### config.mk
export PLATFORM = sky130hd
export DESIGN_NAME = mdu
export DESIGN_NICKNAME = d
export VERILOG_FILES = /design/src/rtl/mdu.sv
export SDC_FILE = /design/constraint.sdc
export NUM_CORES = 2
export LEC_CHECK = 0
export BUFFER_PORTS_ARGS = -buffer_cell sky130_fd_sc_hd__clkbuf_2
export CAP_MARGIN = 20
export CORE_MARGIN = 10
export CORE_UTILIZATION = 25
export CTS_CLUSTER_SIZE = 24
export DETAILED_ROUTE_END_ITERATION = 10
export PLACE_DENSITY = 0.43
export SETUP_SLACK_MARGIN = 0.15
export SLEW_MARGIN = 5
export SYNTH_ARGS = -nofsm -noshare
export SYNTH_HDL_FRONTEND = slang
export SYNTH_SLANG_ARGS = --single-unit
### constraint.sdc
create_clock -name clk -period 10.6 [get_ports clk]
set_clock_uncertainty 0.05 [all_clocks]
set_input_delay 2.12 -clock clk [delete_from_list [all_inputs] [get_ports clk]]
set_output_delay 2.12 -clock clk [all_outputs]
set_load 0.03 [all_outputs]
### src/rtl/mdu.sv
// Multiply/divide unit for the EX stage: MULT/MULTU/DIV/DIVU/MTHI/MTLO and the HI/LO registers.
// Define MDU_FAST_MUL_EN for a single-cycle combinational multiply; otherwise MUL takes 2 cycles.
module mdu #(
  parameter int unsigned DIV_CYCLES = 32
) (
  input  logic        clk,
  input  logic        rst,
  input  logic        StartE,
  input  logic [2:0]  MDUOpE,
  input  logic [31:0] SrcAE,
  input  logic [31:0] SrcBE,
  input  logic        HoldE,
  input  logic        CancelE,
  output logic        MDUReadyE,
  output logic [31:0] HiE,
  output logic [31:0] LoE
);

  typedef enum logic [1:0] {StIdle, StMul, StDiv, StDone} state_e;

  state_e      r_state;
  logic [31:0] r_hi, r_lo;
  logic [31:0] r_a, r_b;
  logic [31:0] r_rem;
  logic [5:0]  r_cnt;
  logic        r_neg_q;  // also the signed flag for a registered multiply
  logic        r_neg_r;

  logic        w_go, w_is_mul, w_is_div, w_signed_op, w_last;
  logic [31:0] w_abs_a, w_abs_b;
  logic [32:0] w_shift, w_trial;
  logic        w_ge;
  logic [31:0] w_rem_nx, w_quo_nx, w_q_fix, w_r_fix;
  logic [31:0] w_mul_a, w_mul_b;
  logic        w_mul_s;
  logic [63:0] w_prod;

  assign w_go        = StartE & ~CancelE;
  assign w_is_mul    = (MDUOpE == 3'd0) || (MDUOpE == 3'd1);
  assign w_is_div    = (MDUOpE == 3'd2) || (MDUOpE == 3'd3);
  assign w_signed_op = ~MDUOpE[0];
  assign w_abs_a     = (w_signed_op && SrcAE[31]) ? -SrcAE : SrcAE;
  assign w_abs_b     = (w_signed_op && SrcBE[31]) ? -SrcBE : SrcBE;

  // Restoring step: r_a shifts the dividend out and the quotient in.
  assign w_shift  = {r_rem, r_a[31]};
  assign w_trial  = w_shift - {1'b0, r_b};
  assign w_ge     = ~w_trial[32];
  assign w_rem_nx = w_ge ? w_trial[31:0] : w_shift[31:0];
  assign w_quo_nx = {r_a[30:0], w_ge};
  assign w_q_fix  = r_neg_q ? -w_quo_nx : w_quo_nx;
  assign w_r_fix  = r_neg_r ? -w_rem_nx : w_rem_nx;
  assign w_last   = (r_cnt == 6'(DIV_CYCLES - 1));

`ifdef MDU_FAST_MUL_EN
  assign w_mul_a = SrcAE;
  assign w_mul_b = SrcBE;
  assign w_mul_s = w_signed_op;
`else
  assign w_mul_a = r_a;
  assign w_mul_b = r_b;
  assign w_mul_s = r_neg_q;
`endif

  // Sign-extending to 64 bits makes one unsigned multiplier serve both MULT and MULTU.
  assign w_prod = {{32{w_mul_s & w_mul_a[31]}}, w_mul_a} * {{32{w_mul_s & w_mul_b[31]}}, w_mul_b};

  always_comb begin
    MDUReadyE = 1'b1;
    unique case (r_state)
`ifdef MDU_FAST_MUL_EN
      StIdle:  MDUReadyE = ~(w_go & w_is_div);
`else
      StIdle:  MDUReadyE = ~(w_go & (w_is_mul | w_is_div));
`endif
      StMul:   MDUReadyE = 1'b0;
      StDiv:   MDUReadyE = 1'b0;
      StDone:  MDUReadyE = 1'b1;
      default: MDUReadyE = 1'b1;
    endcase
  end

  always_ff @(posedge clk or posedge rst) begin
    if (rst) begin
      r_state <= StIdle;
      r_hi    <= 32'd0;
      r_lo    <= 32'd0;
      r_a     <= 32'd0;
      r_b     <= 32'd0;
      r_rem   <= 32'd0;
      r_cnt   <= 6'd0;
      r_neg_q <= 1'b0;
      r_neg_r <= 1'b0;
    end else begin
      unique case (r_state)
        StIdle: begin
          if (w_go) begin
            if (w_is_div) begin
              r_a     <= w_abs_a;
              r_b     <= w_abs_b;
              r_rem   <= 32'd0;
              r_cnt   <= 6'd0;
              r_neg_q <= w_signed_op & (SrcAE[31] ^ SrcBE[31]);
              r_neg_r <= w_signed_op & SrcAE[31];
              r_state <= StDiv;
            end else if (w_is_mul) begin
`ifdef MDU_FAST_MUL_EN
              r_hi    <= w_prod[63:32];
              r_lo    <= w_prod[31:0];
`else
              r_a     <= SrcAE;
              r_b     <= SrcBE;
              r_neg_q <= w_signed_op;
              r_state <= StMul;
`endif
            end else if (MDUOpE == 3'd4) begin
              r_hi <= SrcAE;
            end else if (MDUOpE == 3'd5) begin
              r_lo <= SrcAE;
            end
          end
        end
        StMul: begin
          if (CancelE) begin
            r_state <= StIdle;
          end else begin
            r_hi    <= w_prod[63:32];
            r_lo    <= w_prod[31:0];
            r_state <= StDone;
          end
        end
        StDiv: begin
          if (CancelE) begin
            r_state <= StIdle;
          end else begin
            r_a   <= w_quo_nx;
            r_rem <= w_rem_nx;
            r_cnt <= r_cnt + 6'd1;
            if (w_last) begin
              r_lo    <= w_q_fix;
              r_hi    <= w_r_fix;
              r_state <= StDone;
            end
          end
        end
        StDone: begin
          if (CancelE || !HoldE) r_state <= StIdle;
        end
        default: r_state <= StIdle;
      endcase
    end
  end

  assign HiE = r_hi;
  assign LoE = r_lo;

endmodule

==> results.cfg <==
[outcome]
outcome = finished, final reports clean

[timing]
report.final.setup_viol = 0
tns_ps = 0
final.min_clock_period_ps = 9594
worst_pin_slew_ps = 1391
period_share = 0.9051
holdWs_ps = 438.0
maximum_achievable_frequency_mhz = 104.2
finalWorstSetupSlack_ps = 1006
final_hold_viol_count = 0
grt_setup_unrepaired = no
slew_headroom = 0.07298
slew_violations = 0

[clocking]
clock_latency_ps = 530
cts_buffer_depth = 2
cts_sinks = 170
cts.hold.buffers_added = 0
clockRootBuffer = sky130_fd_sc_hd__clkbuf_16
postCtsSetupBuffers = 0
cts_tree = done
cts_made_buffers = 17
htreeDepth = 4
clkSlewWorstSetupHoldPaths_ps = 90
cts_resized = 0

[yosys]
yosys_register_bits = 170
synth_ff_type = sky130_fd_sc_hd__dfrtp_1
synth-edff-count = 0
synthesis.instances = 5859
postSynthNetCount = 7311
synth_top_area_frac = 0.4431
synth_warnings = 0
cell_accounting_for_the_most_synthesized_area = sky130_fd_sc_hd__fa_1
post_synth.cell_area_avg_um2 = 8.683
post_synthesis_cell_area_um2 = 50870
synth.yosys.seq_area_share = 0.08362
postSynth.asyncResetShare = 1.000
synth_cell_types = 77
synth_area_leaders = sky130_fd_sc_hd__fa_1 44%, sky130_fd_sc_hd__inv_1 8.8%, sky130_fd_sc_hd__dfrtp_1 8.4%

[setup_path]
worstPathArrival_ps = 9920
critical_path.max_fanout = 16
setup.worst_path.start = r_b[8]$_DFFE_PP0P_
setup_cp_type = reg -> reg
timing.critical_path.to_type = register
start_kind = register
cp.required_ps = 10930
reg2reg_from = r_b[8]$_DFFE_PP0P_

[global_route]
grt_pass1_wl_um = 281300
grt_pass1_vias = 42577
antenna_found_initial = 8
grt_max_degree = 85
globalRoute.totalOverflow = 0
global_route.usage.total = 0.1664

[final_layout]
fillCellCount = 21928
drive_gt1_frac = 0.06080
stdcell_area_um2 = 55330
syn2layout_area_growth_pct = 8.763
final_net_count = 7245

[die]
pin_count = 137
std_cell_rows = 165
die_area_um2 = 221900
placeableCoreArea_um2 = 202300
floorplan.initialDensity = 0.2514
floorplan.die.height_um = 471.1
die_x_um = 471.1

[place]
hpwl_detailed_um = 155900
place_worst_setup_slack_ps = 1021
io_buffers = 136
dpl_cell_area_um2 = 54630
globalplace.congestion = 0.8718

[hold_path]
hold_start = HiE[8]$_DFFE_PP0P_
hold_path.class = reg -> reg

[drt]
avgViaCountPerCell = 4.697
wl_per_cell_um = 21.82
antenna_violating_nets_post_route = 0
drc = 0
dr.first_iter.drc_count = 2622
drt_pass1_iterations = 5
drt_wl_total_um = 185100
dr_total_vias = 39843

[job]
total_of_max_cap_violations = 0
[Yosys cell counts (20+ instances only)]
cell	n
sky130_fd_sc_hd__a211oi_1	20
sky130_fd_sc_hd__a21o_1	48
sky130_fd_sc_hd__a21oi_1	212
sky130_fd_sc_hd__a221oi_1	53
sky130_fd_sc_hd__and2_1	315
sky130_fd_sc_hd__and3_1	28
sky130_fd_sc_hd__buf_1	51
sky130_fd_sc_hd__clkbuf_1	300
sky130_fd_sc_hd__dfrtp_1	170
sky130_fd_sc_hd__fa_1	1126
sky130_fd_sc_hd__ha_1	254
sky130_fd_sc_hd__inv_1	1187
sky130_fd_sc_hd__mux2i_1	24
sky130_fd_sc_hd__nand2_1	954
sky130_fd_sc_hd__nand3_1	37
sky130_fd_sc_hd__nand4_1	22
sky130_fd_sc_hd__nor2_1	243
sky130_fd_sc_hd__nor3_1	45
sky130_fd_sc_hd__o21ai_0	179
sky130_fd_sc_hd__o31ai_1	87
sky130_fd_sc_hd__or3_1	22
sky130_fd_sc_hd__xnor2_1	123
sky130_fd_sc_hd__xor2_1	80
[cells by family (layout without fill, tap and decap cells)]
| kind of cell | count (synthesis) | in the layout | share of synthesized area |
|---|---|---|---|
| other | 0 | 4 | 0 |
| DFF | 170 | 170 | 0.08362 |
| adders and majority gates | 1380 | 1380 | 0.5056 |
| muxes | 29 | 29 | 0.005829 |
| and+or+nand+nor | 1770 | 1770 | 0.1584 |
| AOI/OAI and AO/OA | 761 | 761 | 0.09740 |
| buffers and inverters | 1546 | 1493 | 0.1142 |
| xor gates and xnor gates | 203 | 203 | 0.03495 |
[layout by cell type, fill, tap and decap left out, types with 6 or more instances in the layout]
| cell | netlist | layout |
|---|---|---|
| sky130_fd_sc_hd__fa_1 | 1126 | 1126 |
| sky130_fd_sc_hd__mux2i_1 | 24 | 24 |
| sky130_fd_sc_hd__and3_1 | 28 | 28 |
| sky130_fd_sc_hd__nand3_1 | 37 | 37 |
| sky130_fd_sc_hd__nand2b_1 | 19 | 18 |
| sky130_fd_sc_hd__clkbuf_2 | 0 | 136 |
| sky130_fd_sc_hd__dfrtp_1 | 170 | 169 |
| sky130_fd_sc_hd__and2_1 | 315 | 315 |
| sky130_fd_sc_hd__nor4_1 | 18 | 15 |
| sky130_fd_sc_hd__o211ai_1 | 17 | 17 |
| sky130_fd_sc_hd__a221oi_1 | 53 | 53 |
| sky130_fd_sc_hd__a21oi_1 | 212 | 212 |
| sky130_fd_sc_hd__o41ai_1 | 18 | 18 |
| sky130_fd_sc_hd__ha_1 | 254 | 251 |
| sky130_fd_sc_hd__inv_1 | 1187 | 1186 |
| sky130_fd_sc_hd__clkbuf_16 | 0 | 17 |
| sky130_fd_sc_hd__nand3b_1 | 7 | 7 |
| sky130_fd_sc_hd__o21a_1 | 16 | 16 |
| sky130_fd_sc_hd__or2_2 | 15 | 15 |
| sky130_fd_sc_hd__o21bai_1 | 13 | 13 |
| sky130_fd_sc_hd__xnor2_1 | 123 | 123 |
| sky130_fd_sc_hd__a21o_1 | 48 | 48 |
| sky130_fd_sc_hd__a31oi_1 | 19 | 19 |
| sky130_fd_sc_hd__xor2_1 | 80 | 80 |
| sky130_fd_sc_hd__or3_1 | 22 | 22 |
| sky130_fd_sc_hd__nor2_1 | 243 | 243 |
| sky130_fd_sc_hd__or4_1 | 13 | 13 |
| sky130_fd_sc_hd__o31a_1 | 6 | 6 |
| sky130_fd_sc_hd__o31ai_1 | 87 | 87 |
| sky130_fd_sc_hd__nand4_1 | 22 | 22 |
| sky130_fd_sc_hd__buf_4 | 0 | 131 |
| sky130_fd_sc_hd__nor3_1 | 45 | 42 |
| sky130_fd_sc_hd__o21ai_0 | 179 | 179 |
| sky130_fd_sc_hd__nor2b_1 | 18 | 18 |
| sky130_fd_sc_hd__nand2_1 | 954 | 954 |
| sky130_fd_sc_hd__a211oi_1 | 20 | 20 |
[path summary, 6_finish.rpt]
path | endpoint | slack (ps) | depth (start not counted)
worst max-delay path | HiE[30]$_DFFE_PP0P_ | 1010 | 27
max in group asynchronous | r_b[15]$_DFFE_PP0P_ | 7600 | 3
min in group asynchronous | LoE[3]$_DFFE_PP0P_ | 1590 | 2
worst min register to register | HiE[8]$_DFFE_PP0P_ | 440 | 2
worst max register to register | HiE[30]$_DFFE_PP0P_ | 1010 | 27
worst min-delay path | HiE[8]$_DFFE_PP0P_ | 440 | 2
[worst max-delay path, stage by stage, from the launching register on]
cell                       delay [ps]
sky130_fd_sc_hd__dfrtp_1          990
sky130_fd_sc_hd__buf_4            340
sky130_fd_sc_hd__and3_1           190
sky130_fd_sc_hd__fa_1             400
sky130_fd_sc_hd__inv_1            240
sky130_fd_sc_hd__fa_1             510
sky130_fd_sc_hd__inv_1            210
sky130_fd_sc_hd__fa_1             490
sky130_fd_sc_hd__fa_1             940
sky130_fd_sc_hd__inv_1            400
sky130_fd_sc_hd__fa_1             580
sky130_fd_sc_hd__inv_1             50
sky130_fd_sc_hd__fa_1             520
sky130_fd_sc_hd__inv_1             60
sky130_fd_sc_hd__fa_1             450
sky130_fd_sc_hd__fa_1             490
sky130_fd_sc_hd__inv_1             40
sky130_fd_sc_hd__ha_1             370
sky130_fd_sc_hd__and2_1           270
sky130_fd_sc_hd__a21oi_1          160
sky130_fd_sc_hd__o21ai_0          150
sky130_fd_sc_hd__a211oi_1         250
sky130_fd_sc_hd__o21ai_0          170
sky130_fd_sc_hd__a221oi_1         310
sky130_fd_sc_hd__o41ai_1          150
sky130_fd_sc_hd__xor2_1           170
sky130_fd_sc_hd__a221oi_1         320
sky130_fd_sc_hd__o31ai_1          120
[registers in the layout, summed over array words and instances (netlist names)]
| name | flops |
|---|---|
| r_neg_q | 1 |
| r_state | 2 |
| HiE | 32 |
| r_neg_r | 1 |
| r_b | 32 |
| r_cnt | 6 |
| r_rem | 32 |
| LoE | 32 |
| r_a | 32 |
[metal layers]
metal | track usage | part of all wire | vias to the layer above
li1 | - | - | 17740
met3 | 0.01725 | 0.043 | 181
met5 | 0 | 0.00026 | -
met2 | 0.2901 | 0.50 | 945
met4 | 0.05342 | 0.034 | 8
met1 | 0.2151 | 0.42 | 20969
[cell type report]
class,instances,area [um^2],area share
inverter,1190,4474,0.08087
sequential,170,4255,0.07691
tap,2672,3343,0.06042
clock buffer,17,425.4,0.007689
antenna,4,10.01,0.0001809
timing repair buffer,271,1762,0.03184
clock inverter,15,196.4,0.003550
multi-input combinational,4143,40860,0.7385
[per-stage QoR]
step,cells,util
after floorplan,5859,-
after global placement,8441,0.2698
after detailed placement,8443,0.2700
after CTS,8475,0.2731
after global routing,8479,0.2734
final,8482,0.2735
Power is left out: the tool's default activity adds up to more than one toggle a clock period on the data nets, which glitch-free logic cannot reach.
